**src/rtl/mem_param_if.sv**
```systemverilog
// Request/response bus of the mem_param word memory.
// The master issues requests; the slave (the memory) returns a one-cycle
// response pulse together with read data and error status.
interface mem_param_if #(
  parameter int DATA_W = 8,
  parameter int ADDR_W = 5
);
  logic                  req_valid;
  logic                  req_ready;
  logic                  read;
  logic                  write;
  logic [ADDR_W-1:0]     addr;
  logic [DATA_W-1:0]     data_in;
  logic [DATA_W/8-1:0]   be;
  logic                  rsp_valid;
  logic [DATA_W-1:0]     data_out;
  logic                  err;
  logic [7:0]            err_count;
  logic                  busy;

  modport master (
    output req_valid, read, write, addr, data_in, be,
    input  req_ready, rsp_valid, data_out, err, err_count, busy
  );

  modport slave (
    input  req_valid, read, write, addr, data_in, be,
    output req_ready, rsp_valid, data_out, err, err_count, busy
  );
endinterface

```
**src/rtl/mem_param.sv**
```systemverilog
// mem_param: single-port word memory with byte-enabled writes, latency-1
// registered reads, illegal-request detection with a saturating error
// counter, and an optional zero-fill sequence after reset.
module mem_param #(
  parameter int DATA_W       = 8,
  parameter int DEPTH        = 32,
  parameter int ADDR_W       = 5,
  parameter int CLEAR_ON_RST = 1
) (
  input  logic          clk,
  input  logic          rst,
  mem_param_if.slave    bus
);

  localparam int NBYTES = DATA_W / 8;

  typedef enum logic [0:0] {
    ST_CLEAR = 1'b0,
    ST_READY = 1'b1
  } state_t;

  // Reset lands in CLEAR only when a zero-fill is wanted.
  localparam state_t            RST_STATE = (CLEAR_ON_RST != 0) ? ST_CLEAR : ST_READY;
  localparam logic [ADDR_W-1:0] LAST_ADDR = ADDR_W'(DEPTH - 1);
  // One bit wider than the address so DEPTH == 2**ADDR_W is representable.
  localparam logic [ADDR_W:0]   DEPTH_X   = (ADDR_W + 1)'(DEPTH);

  // Replace only the enabled bytes of a stored word.
  function automatic logic [DATA_W-1:0] merge_bytes(
    input logic [DATA_W-1:0] old_word,
    input logic [DATA_W-1:0] new_word,
    input logic [NBYTES-1:0] byte_en
  );
    logic [DATA_W-1:0] merged;
    merged = old_word;
    for (int i = 0; i < NBYTES; i++) begin
      if (byte_en[i]) begin
        merged[8*i +: 8] = new_word[8*i +: 8];
      end else begin
        merged[8*i +: 8] = old_word[8*i +: 8];
      end
    end
    return merged;
  endfunction

  state_t              r_state;
  state_t              w_next_state;
  logic [ADDR_W-1:0]   r_clr_addr;
  logic [DATA_W-1:0]   r_mem [DEPTH];

  logic                r_rsp_valid;
  logic                r_err;
  logic [DATA_W-1:0]   r_data_out;
  logic [7:0]          r_err_count;

  logic                w_req_ready;
  logic                w_busy;
  logic                w_accept;
  logic                w_legal;
  logic                w_rd_en;
  logic                w_wr_en;
  logic                w_clr_en;
  logic [ADDR_W-1:0]   w_mem_idx;
  logic [DATA_W-1:0]   w_wr_word;

  // FSM state register: reset restarts any fill from the beginning.
  always_ff @(posedge clk or posedge rst) begin
    if (rst) begin
      r_state <= RST_STATE;
    end else begin
      r_state <= w_next_state;
    end
  end

  // FSM next state: CLEAR lasts exactly DEPTH cycles, READY is terminal.
  always_comb begin
    w_next_state = r_state;
    case (r_state)
      ST_CLEAR: begin
        if (r_clr_addr == LAST_ADDR) begin
          w_next_state = ST_READY;
        end else begin
          w_next_state = ST_CLEAR;
        end
      end
      ST_READY: w_next_state = ST_READY;
      default:  w_next_state = RST_STATE;
    endcase
  end

  // FSM outputs: ready is also held low while reset is asserted so no
  // request can slip in with CLEAR_ON_RST=0.
  always_comb begin
    w_req_ready = 1'b0;
    w_busy      = 1'b0;
    case (r_state)
      ST_CLEAR: begin
        w_req_ready = 1'b0;
        w_busy      = 1'b1;
      end
      ST_READY: begin
        if (rst) begin
          w_req_ready = 1'b0;
        end else begin
          w_req_ready = 1'b1;
        end
        w_busy = 1'b0;
      end
      default: begin
        w_req_ready = 1'b0;
        w_busy      = 1'b0;
      end
    endcase
  end

  // Fill address counter, advancing one word per CLEAR cycle.
  always_ff @(posedge clk or posedge rst) begin
    if (rst) begin
      r_clr_addr <= {ADDR_W{1'b0}};
    end else if (r_state == ST_CLEAR) begin
      if (r_clr_addr == LAST_ADDR) begin
        r_clr_addr <= {ADDR_W{1'b0}};
      end else begin
        r_clr_addr <= r_clr_addr + ADDR_W'(1);
      end
    end else begin
      r_clr_addr <= {ADDR_W{1'b0}};
    end
  end

  // Request decode: legality, access enables and the merged write word.
  always_comb begin
    w_accept = bus.req_valid && w_req_ready;
    if ((bus.read != bus.write) && ({1'b0, bus.addr} < DEPTH_X)) begin
      w_legal   = 1'b1;
      w_mem_idx = bus.addr;
    end else begin
      w_legal   = 1'b0;
      w_mem_idx = {ADDR_W{1'b0}};
    end
    w_rd_en = w_accept && w_legal && bus.read;
    w_wr_en = w_accept && w_legal && bus.write;
    if (r_state == ST_CLEAR) begin
      w_clr_en = !rst;
    end else begin
      w_clr_en = 1'b0;
    end
    w_wr_word = merge_bytes(r_mem[w_mem_idx], bus.data_in, bus.be);
  end

  // Storage array: no reset so that reset alone never alters contents.
  always_ff @(posedge clk) begin
    if (w_clr_en) begin
      r_mem[r_clr_addr] <= {DATA_W{1'b0}};
    end else if (w_wr_en) begin
      r_mem[w_mem_idx] <= w_wr_word;
    end
  end

  // Response path: pulses, read data and the saturating error counter.
  always_ff @(posedge clk or posedge rst) begin
    if (rst) begin
      r_rsp_valid <= 1'b0;
      r_err       <= 1'b0;
      r_data_out  <= {DATA_W{1'b0}};
      r_err_count <= 8'd0;
    end else begin
      r_rsp_valid <= w_accept;
      r_err       <= w_accept && !w_legal;
      if (w_rd_en) begin
        r_data_out <= r_mem[w_mem_idx];
      end
      if (w_accept && !w_legal && (r_err_count != 8'hFF)) begin
        r_err_count <= r_err_count + 8'd1;
      end
    end
  end

  assign bus.req_ready = w_req_ready;
  assign bus.busy      = w_busy;
  assign bus.rsp_valid = r_rsp_valid;
  assign bus.err       = r_err;
  assign bus.data_out  = r_data_out;
  assign bus.err_count = r_err_count;

endmodule

```
**src/flat_wrapper.sv**
```systemverilog
// flat-port wrapper written by rule: the top's interface ports become plain ports
module mem_param_flat 
#(
  parameter int DATA_W       = 8,
  parameter int DEPTH        = 32,
  parameter int ADDR_W       = 5,
  parameter int CLEAR_ON_RST = 1
)
  (clk, rst, bus_req_valid, bus_read, bus_write, bus_addr, bus_data_in, bus_be, bus_req_ready, bus_rsp_valid, bus_data_out, bus_err, bus_err_count, bus_busy);
  mem_param_if #(.DATA_W(DATA_W), .ADDR_W(ADDR_W)) bus_i ();
  input  logic clk;
  input  logic rst;
  input wire logic [$bits(bus_i.req_valid)-1:0] bus_req_valid;
  input wire logic [$bits(bus_i.read)-1:0] bus_read;
  input wire logic [$bits(bus_i.write)-1:0] bus_write;
  input wire logic [$bits(bus_i.addr)-1:0] bus_addr;
  input wire logic [$bits(bus_i.data_in)-1:0] bus_data_in;
  input wire logic [$bits(bus_i.be)-1:0] bus_be;
  output wire logic [$bits(bus_i.req_ready)-1:0] bus_req_ready;
  output wire logic [$bits(bus_i.rsp_valid)-1:0] bus_rsp_valid;
  output wire logic [$bits(bus_i.data_out)-1:0] bus_data_out;
  output wire logic [$bits(bus_i.err)-1:0] bus_err;
  output wire logic [$bits(bus_i.err_count)-1:0] bus_err_count;
  output wire logic [$bits(bus_i.busy)-1:0] bus_busy;
  assign bus_i.req_valid = bus_req_valid;
  assign bus_i.read = bus_read;
  assign bus_i.write = bus_write;
  assign bus_i.addr = bus_addr;
  assign bus_i.data_in = bus_data_in;
  assign bus_i.be = bus_be;
  assign bus_req_ready = bus_i.req_ready;
  assign bus_rsp_valid = bus_i.rsp_valid;
  assign bus_data_out = bus_i.data_out;
  assign bus_err = bus_i.err;
  assign bus_err_count = bus_i.err_count;
  assign bus_busy = bus_i.busy;
  mem_param #(.DATA_W(DATA_W), .DEPTH(DEPTH), .ADDR_W(ADDR_W), .CLEAR_ON_RST(CLEAR_ON_RST)) u_core (.clk(clk), .rst(rst), .bus(bus_i));
endmodule
```
**config.mk**
```make
export PLATFORM = sky130hd
export DESIGN_NAME = mem_param_flat
export DESIGN_NICKNAME = d
export VERILOG_FILES = /design/src/rtl/mem_param_if.sv /design/src/rtl/mem_param.sv /design/src/flat_wrapper.sv
export SDC_FILE = /design/constraint.sdc
export NUM_CORES = 1
export LEC_CHECK = 0
export CAP_MARGIN = 40
export CORE_ASPECT_RATIO = 1.25
export CORE_MARGIN = 2
export CORE_UTILIZATION = 63
export DETAILED_ROUTE_END_ITERATION = 6
export DONT_BUFFER_PORTS = 1
export PLACE_DENSITY = 0.79
export SYNTH_ARGS = -nofsm -noshare
export SYNTH_HDL_FRONTEND = slang
export SYNTH_SLANG_ARGS = --single-unit
```
**constraint.sdc**
```tcl
create_clock -name clk -period 3.6 [get_ports clk]
set_input_delay 0.54 -clock clk [delete_from_list [all_inputs] [get_ports clk]]
set_output_delay 0.54 -clock clk [all_outputs]
set_load 0.02 [all_outputs]
```
==> flow_metrics.py <==
metrics = {
    "routing": {
        "avgRoutedWirePerCell_um": 25.4,
        "vias": 7549,
        "drt_iter0_markers": 1046,
        "wirelength_mm": 29.0,
        "drc": 0,
        "dr.pass1.iters": 5,
        "routed_via_density": 6.61,
        "postRouteAntennaNets": 0,
    },
    "power_and_ir_drop": {
        "clockPowerShare_pct": 40.1,
        "intPower_w": 0.00531,
        "switchingPower_w": 0.00151,
        "power_density_nw_per_um2": 514,
        "power_frac_comb_pct": 6.3,
        "p_leak_nw": 4.77,
        "sw_frac_of_total_pct": 22.1,
        "seq_power_share_pct": 53.6,
        "max-vdd-ir-drop_mv": 0.420,
    },
    "yosys": {
        "synth_cell_types": 47,
        "synth-seq-area-share_pct": 69.9,
        "syn_nets": 880,
        "yosys.area.top_type": "edfxtp_1",
        "synth_warnings": 0,
        "synth_most_common_cell": "edfxtp_1",
        "synth_edf_count": 256,
        "syn-cell-area_sq_um": 11900,
        "synth.avg_cell_area_sq_um": 13.8,
        "async_flop_share_pct": 8.57,
        "synth_top_flop_cell": "edfxtp_1",
        "syn_inst": 858,
        "synth_area_leaders": "edfxtp_1 (65%), dfrtp_1 (5.1%), nor2_1 (3.4%)",
        "synth_seq_cells": 280,
        "netlist_top_cells_count": "edfxtp_1 (256), nor2_1 (108), a31oi_1 (40)",
        "yosysTopAreaCellShare_pct": 64.9,
    },
    "cts": {
        "path_clk_slew_ns": 0.06,
        "cts_setup_buffers": 0,
        "post_cts_resize_count": 0,
        "cts_tree": "yes",
        "ctsHtreeMaxLevel": 1,
        "clockBufferDepth": 3,
        "insertion_delay_ns": 0.53,
        "clock_sinks": 280,
        "ctsRootBufferMaster": "clkbuf_16",
        "cts_made_buffers": 27,
    },
    "timing": {
        "hold_viol_final": 0,
        "slew_headroom_pct": 57.1,
        "skew_ns": 0.0134,
        "timing.fmax_mhz": 359,
        "tightest_slew_ns": 0.636,
        "drv_slew": 0,
        "setup_viol": 0,
        "finalSetupTns_ns": 0,
        "rsz0062_at_grt": "no",
        "hold_slack_ns": 0.259,
        "fin_crit_sh_pct": 77.5,
        "final.min_clock_period_ns": 2.79,
        "layout_setup_ws_ns": 0.812,
    },
    "global_routing": {
        "grt_overflow": 0,
        "grt_pass1_wl_mm": 43.4,
        "grt_antenna_before_repair": 0,
        "grt_max_degree": 135,
        "grt_usage_pct": 29.1,
        "first_global_vias": 7473,
    },
    "floorplanning": {
        "die_w_um": 127,
        "initial_utilization_pct": 63.6,
        "core_sq_um": 18600,
        "rows": 56,
        "dieArea_sq_um": 19900,
        "ios": 39,
        "die_h_um": 157,
    },
    "run": {
        "cap_violations": 0,
    },
    "hold_path": {
        "hold_class": "in -> reg",
        "holdPathStages": 1,
    },
    "run_status": {
        "status": "completed",
    },
    "placed_design": {
        "pre_cts_ws_ns": 0.679,
        "dp_cells": 1093,
        "io_buffers": 0,
        "post_dp_cell_area_sq_um": 12400,
        "place.gp.congestion": 0.990,
        "dp_hpwl_mm": 18.4,
    },
    "worst_setup_path": {
        "required_ns": 3.84,
        "critPathArrivalTime_ns": 3.03,
        "startpoint_type": "flip-flop",
        "worst-setup-path-type": "reg -> reg",
        "r2r_slack_ns": 0.81,
        "reg2reg_depth": 6,
        "end_kind": "flip-flop",
        "worstPathMaxFanout": 14,
    },
    "finish": {
        "num-fill-cells": 1207,
        "antenna_cells": 0,
        "drive_above_1_share_pct": 16.7,
        "area_growth_pct": 11.9,
        "register_area_sq_um": 8290,
        "final_area_sq_um": 13300,
        "fin_nets": 913,
        "fin_cells": 1142,
        "multi_input_area_sq_um": 3210,
    },
}
## path summary, 6_finish.rpt
| check | start | end |
|---|---|---|
| worst max-delay path | u_core.r_state$_DFF_PP0_ | u_core.r_mem[16][0]$_DFFE_PP_ |
| worst min register to register | u_core.r_clr_addr[0]$_DFF_PP0_ | u_core.r_clr_addr[0]$_DFF_PP0_ |
| worst max register to register | u_core.r_state$_DFF_PP0_ | u_core.r_mem[16][0]$_DFFE_PP_ |
| worst min-delay path | bus_req_valid | u_core.bus.rsp_valid$_DFF_PP0_ |
| max in group asynchronous | rst | u_core.bus.err_count[0]$_DFFE_PP0P_ |
| min in group asynchronous | rst | u_core.bus.data_out[4]$_DFFE_PP0P_ |
## layout by cell type, fill, tap and decap left out, types with 6 or more instances in the layout
cell type  synthesis  routed
o22ai_1           36      29
o21ai_1           11      11
mux2_2            35      35
nor2b_1            7       7
dfrtp_1           24      24
o221ai_1          27      27
nand2b_1          16      16
edfxtp_1         256     256
nand4_1           10      10
nand2_1           33      33
o311ai_0           6       6
o21ai_0            9       9
xnor2_1            7       6
a21oi_1           33      33
buf_4              8      57
clkinv_1           0       8
mux2i_1           30      30
nor2_1           108     108
inv_1             33      33
o22ai_2            0       7
clkbuf_16          0      27
o311ai_1           6       6
nand3_1           18      18
o22a_1             7       7
a31oi_1           40      40
or3_1              8       8
## logic make-up (layout without fill, tap and decap cells)
logic type      Yosys count  after routing  share of synthesized area (%)
buf+inv                  90            142                           3.51
fa+ha+maj                 3              3                          0.317
xor+xnor                 11             11                          0.876
compound gates          191            191                           11.0
simple gates            217            217                           8.31
flops                   280            280                           69.9
mux                      66             66                           6.05
## metrics by stage
stage	utilization, %	total power (W)
after floorplan	-	0.00403
after global placement	66.5	0.00413
after detailed placement	66.5	0.00414
after CTS	71.1	0.00683
after global routing	71.1	0.00700
final	71.1	0.00682
## layout make-up
cell class              count  area share (%)
multi-input cells         488            24.2
well taps                 232            2.19
clock inverters            16            1.15
inverters                  33           0.934
flip-flops and latches    280            62.5
clock buffers              32            5.24
repair buffers             61            3.76
## registers in the layout, summed over array words and instances, names as in the netlist
register,count
u_core.r_clr_addr,5
u_core.bus.data_out,8
u_core.r_mem,256
u_core.bus.err,1
u_core.r_state,1
u_core.bus.rsp_valid,1
u_core.bus.err_count,8
## per-layer routing
layer / vias to the layer above / track usage [%] / wire length (um)
met5: - / 0 / 0
met4: 0 / 13.3 / 1230
met3: 82 / 5.88 / 2420
met2: 418 / 49.2 / 14500
met1: 3709 / 36.6 / 10900
li1: 3340 / - / -
## critical path, stage by stage, from the launching register on
cell and delay (ns):
dfrtp_1 0.46, and3b_1 0.26, nand3b_1 0.40, o32ai_1 0.40
nand2_1 0.40, nor2_1 0.35, buf_4 0.22
## timing repair
action,4_1_cts,5_1_grt
hold buffers,1,0
hold endpoints to repair,24,0
endpoints found under the setup margin,0,0
## power by group through the flow
stage	sequential (W)	clock [W]	combinational, W
global placement	0.00372	0	0.000406
finish	0.00365	0.00273	0.000428
detailed placement	0.00372	0	0.000417
CTS	0.00365	0.00276	0.000421
global route	0.00365	0.00289	0.000456
floorplan	0.00371	0	0.000326
Note: power is estimated with default switching activity, not from simulation.
==> RTL edit 1 (same flow settings) <==
`DATA_W` is set to 8 in 3 places; all go to 9.
--- a/src/rtl/mem_param_if.sv
+++ b/src/rtl/mem_param_if.sv
@@ -4,3 +4,3 @@
 interface mem_param_if #(
-  parameter int DATA_W = 8,
+  parameter int DATA_W = 9,
   parameter int ADDR_W = 5
--- a/src/rtl/mem_param.sv
+++ b/src/rtl/mem_param.sv
@@ -4,3 +4,3 @@
 module mem_param #(
-  parameter int DATA_W       = 8,
+  parameter int DATA_W       = 9,
   parameter int DEPTH        = 32,
--- a/src/flat_wrapper.sv
+++ b/src/flat_wrapper.sv
@@ -3,3 +3,3 @@
 #(
-  parameter int DATA_W       = 8,
+  parameter int DATA_W       = 9,
   parameter int DEPTH        = 32,
Interface: changed (resized bus_data_in and bus_data_out); port bits go from 39 to 41. No check against the original RTL was run, so the function may have changed too.
==> RTL edit 1 against the original RTL <==
  * Synthesized cell count up 6.9%
  * Critical path depth up 1
  * Clock power up 13%
  * Die area up 12%
  * Synthesized area up 12%
  * Cell area up 13%
  * Total power up 12%
  * Worst setup slack worse by 0.12 ns
  * Utilization up 1.1 points
  * Routed wire length up 11%
  * Sequential cell count up 33
  * Critical path type unchanged
  * Largest power group unchanged
  * Highest routed layer unchanged
==> RTL edit 1: results (changes against the original RTL) <==
timing:
  min_period_ns: 2.91  # was 2.79 ns
  hold_slack_ns: 0.251  # was 0.259 ns
  max_slew.worst_pin.slew_ns: 0.870  # was 0.636 ns
worst_setup_path:
  cp_max_fo: 10  # was 14
  crit_end: "u_core.r_mem[12][3]$_DFFE_PP_"  # was u_core.r_mem[16][0]$_DFFE_PP_
  reg2reg_depth: 7  # was 6
  rrSetupSlack_ns: 0.69  # was 0.81 ns
  cp.arrival_ns: 3.16  # was 3.03 ns
placement:
  placed_area_um2: 14000  # was 12,400 µm²
  dp.cells: 1192  # was 1,093
  globalplace.congestion: 0.891  # was 0.990
  place_ws_ns: 0.497  # was 0.679 ns
grt:
  gr-usage-met2: 0.488  # was 0.492
  grt_pass1_vias: 8179  # was 7,473
  grt_pass1_wl_um: 48500  # was 43,400 µm
  grt_max_degree: 174  # was 135
  met3_usage: 0.0543  # was 0.0588
  gr-usage-all-layers: 0.291  # about the same
  grt.met1_usage: 0.379  # was 0.366
logic_synthesis:
  synth_cells: 917  # was 858
  synth-seq-area-share: 0.699  # about the same
  synth_cell_types: 51  # was 47
  synth_nets: 940  # was 880
  ys_top_cells_by_area: "edfxtp_1 (65%), dfrtp_1 (4.7%), mux4_2 (2.5%)"  # was edfxtp_1 (65%), dfrtp_1 (5.1%), nor2_1 (3.4%)
  async_flop_share: 0.0799  # was 0.0857
finish:
  drive_gt1_frac: 0.172  # was 0.167
  final_nets: 973  # was 913
  largest_register_ffs: 288  # was 256
  fillerInstances: 1267  # was 1,207
  finalCoreUtilization: 0.722  # was 0.711
pwr:
  seq_power_mw: 4.08  # was 3.65 mW
  p_total_mw: 7.66  # was 6.82 mW
  switching_share: 0.220  # was 0.221
drt:
  first_iter_violations: 1123  # was 1,046
  wl_met2_um: 16100  # was 14,500 µm
  routed_wl_um: 32100  # was 29,000 µm
  drtPass1Iterations: 6  # was 5
  drt-met1-wl_um: 11600  # was 10,900 µm
  routed-wl-met3_um: 3000  # was 2420 µm
outcome:
  status: "finished, final reports clean"  # unchanged
clock_tree:
  numCtsBuffers: 29  # was 27
  clk_latency_ns: 0.56  # was 0.53 ns
[RTL edit 1: worst max-delay path, stage by stage (launching register included)]
cell	delay (ns)
dfrtp_1	0.46
and3b_1	0.29
nand3b_1	0.33
buf_4	0.32
o21ai_0	0.41
nand3_1	0.32
nor2_1	0.25
buf_4	0.22
[RTL edit 1: cell families (layout without fill, tap and decap cells)]
family | after synthesis | after routing | synth area share
flops | 313 | 313 | 0.699
simple gates | 248 | 248 | 0.0908
compound gates | 177 | 177 | 0.0944
buf+inv | 90 | 145 | 0.0316
mux | 75 | 75 | 0.0735
xor+xnor | 11 | 11 | 0.00783
fa+ha+maj | 3 | 3 | 0.00283
[RTL edit 1: area by class of cell]
class / count / share of cell area
Clock buffer: 39 / 0.0523
Tap cell: 274 / 0.0229
Inverter: 29 / 0.00727
Timing Repair Buffer: 63 / 0.0389
Clock inverter: 14 / 0.0114
Sequential cell: 313 / 0.619
Multi-Input combinational cell: 514 / 0.248
==> RTL edit 2 (config.mk and constraints unchanged) <==
Without the edit above. Make the reset (`rst`) synchronous in 3 clocked blocks.
--- a/src/rtl/mem_param.sv
+++ b/src/rtl/mem_param.sv
@@ -66,3 +66,3 @@
   // FSM state register: reset restarts any fill from the beginning.
-  always_ff @(posedge clk or posedge rst) begin
+  always_ff @(posedge clk) begin
     if (rst) begin
@@ -116,3 +116,3 @@
   // Fill address counter, advancing one word per CLEAR cycle.
-  always_ff @(posedge clk or posedge rst) begin
+  always_ff @(posedge clk) begin
     if (rst) begin
@@ -160,3 +160,3 @@
   // Response path: pulses, read data and the saturating error counter.
-  always_ff @(posedge clk or posedge rst) begin
+  always_ff @(posedge clk) begin
     if (rst) begin
Behaviour: no difference found for any inputs over 10 cycles, from zero or initial values and one cycle with rst high; that may be too few to reach the edited logic, so the function may still have changed.
==> RTL edit 2 against the original RTL <==
  * Largest cell class unchanged
  * Hold slack lost 0.18 ns
  * Routed wire length down 1.3%
  * Critical path type is now input port to register
  * Maximum frequency shrank 12%
  * Count of clock-buffer cells in the layout unchanged
  * Clock skew fell by 0.0017 ns
  * Highest routed layer is now met5
  * Total power down 0.95%
  * Critical path depth increased by 3
  * Cell area up 0.41%
  * Sequential cell count unchanged
  * Synthesized area hardly changed
  * Cell count is 2.5% lower
  * Worst setup slack got worse by 0.39 ns
  * Largest power group unchanged
  * Die area about the same
==> RTL edit 2: results (changes against the original RTL) <==
finish:
  nMultiInputCombCells: 481  # was 488
  sh_seq_area: 0.614  # was 0.625
  final_nets: 882  # was 913
  buffer_area_frac: 0.0282  # was 0.0376
  syn2layout_area_growth_pct: 12.3  # was 11.9%
  n_all_inverters: 26  # was 33
  fillerInstances: 1169  # was 1,207
  antenna_cells: 1  # was 0
  multi_input_area_share: 0.260  # was 0.242
  signal_buffers: 44  # was 61
drt:
  drt-met1-wl_um: 10400  # was 10,900 µm
  first_iter_violations: 848  # was 1,046
  drtPass1Iterations: 6  # was 5
  wl_met2_um: 14100  # was 14,500 µm
  routed-wl-met3_um: 2640  # was 2420 µm
  highest_layer: "met5"  # was met4
grt:
  grt_pass1_wl_um: 43100  # was 43,400 µm
  grt_max_degree: 154  # was 135
  met3_usage: 0.0602  # was 0.0588
  grt_pass1_vias: 7396  # was 7,473
  gr-usage-all-layers: 0.288  # was 0.291
  gr-usage-met2: 0.494  # was 0.492
logic_synthesis:
  synth_edf_count: 256  # unchanged
  synth_mux_area_frac: 0.0707  # was 0.0605
  synth_cell_types: 46  # was 47
  synth_compound_area_frac: 0.102  # was 0.110
  yosys-top-cells-count: "edfxtp_1 (256), nor2_1 (86), mux2i_1 (32), o221ai_1 (31), nand2_1 (30)"  # was edfxtp_1 (256), nor2_1 (108), a31oi_1 (40), o22ai_1 (36), mux2_2 (35)
  ys_top_cells_by_area: "edfxtp_1 (65%), dfxtp_1 (4.1%), nor2_1 (2.7%)"  # was edfxtp_1 (65%), dfrtp_1 (5.1%), nor2_1 (3.4%)
  synthAdderAreaFrac: 0.00317  # about the same
  synth-seq-area-share: 0.689  # was 0.699
  synth-xor-area-share: 0.00665  # was 0.00876
  async_flop_share: 0  # was 0.0857
  synth_nets: 864  # was 880
placement:
  place_ws_ns: 0.00223  # was 0.679 ns
  globalplace.congestion: 0.934  # was 0.990
  placed_area_um2: 12400  # about the same
pwr:
  vdd_ir_drop_max_mv: 0.447  # was 0.420 mV
  p_leak_nw: 4.13  # was 4.77 nW
outcome:
  status: "finished, final reports clean"  # unchanged
worst_setup_path:
  rrSetupSlack_ns: 0.55  # was 0.81 ns
  cp.arrival_ns: 3.44  # was 3.03 ns
  cp_max_fo: 32  # was 14
timing:
  max_slew.worst_pin.slew_ns: 0.933  # was 0.636 ns
  clock-skew-final_ns: 0.0117  # was 0.0134 ns
  max_freq_mhz: 315  # was 359 MHz
clock_tree:
  cts_buffer_depth: 3  # unchanged
==> RTL edit 2: cell count changes after synthesis, sizes merged, moves of 16 or more <==
cell,delta
a21oi,-16
dfrtp,-24
dfxtp,+24
nand3b,+22
nor2,-23
o22ai,-30
==> RTL edit 2: logic make-up after synthesis <==
kind of cell | Yosys count
AOI/OAI and AO/OA | 169
xor gates and xnor gates | 9
adders and majority gates | 3
buffers and inverters | 81
DFF | 280
muxes | 68
and+or+nand+nor | 232
==> RTL edit 2: path summary, 6_finish.rpt <==
kind | endpoint | from
setup reg to reg | u_core.r_mem[22][1]$_DFFE_PP_ | u_core.r_state$_SDFF_PP0_
hold reg to reg | u_core.r_clr_addr[0]$_SDFF_PP0_ | u_core.r_clr_addr[0]$_SDFF_PP0_
hold / removal | u_core.bus.err_count[7]$_SDFFE_PP0P_ | rst
setup / recovery | u_core.r_mem[21][0]$_DFFE_PP_ | bus_write
==> RTL edit 2: stage by stage <==
stage | hold slack [ns] | setup TNS, ns | cells
2_1_floorplan | 0.455 | -15.58 | 842
6_report | 0.0750 | 0 | 1113
5_1_grt | 0.0567 | 0 | 1112
3_5_place_dp | 0.492 | 0 | 1062
4_1_cts | 0.0619 | 0 | 1111
3_3_place_gp | 0.476 | 0 | 1054
==> RTL edit 2: report_power, final <==
part	total, mW	switching [mW]	internal, mW
Combinational	0.315	0.203	0.112
Clock	2.91	1.19	1.71
Sequential	3.53	0.0108	3.52
==> RTL edit 2: critical path, cell delays in order <==
cell	delay (ns)
xor2_4	0.53
buf_4	0.48
buf_4	0.35
a31oi_1	0.12
o221ai_1	0.45
o2111ai_1	0.35
nand4_1	0.29
o31ai_4	0.11
buf_12	0.18
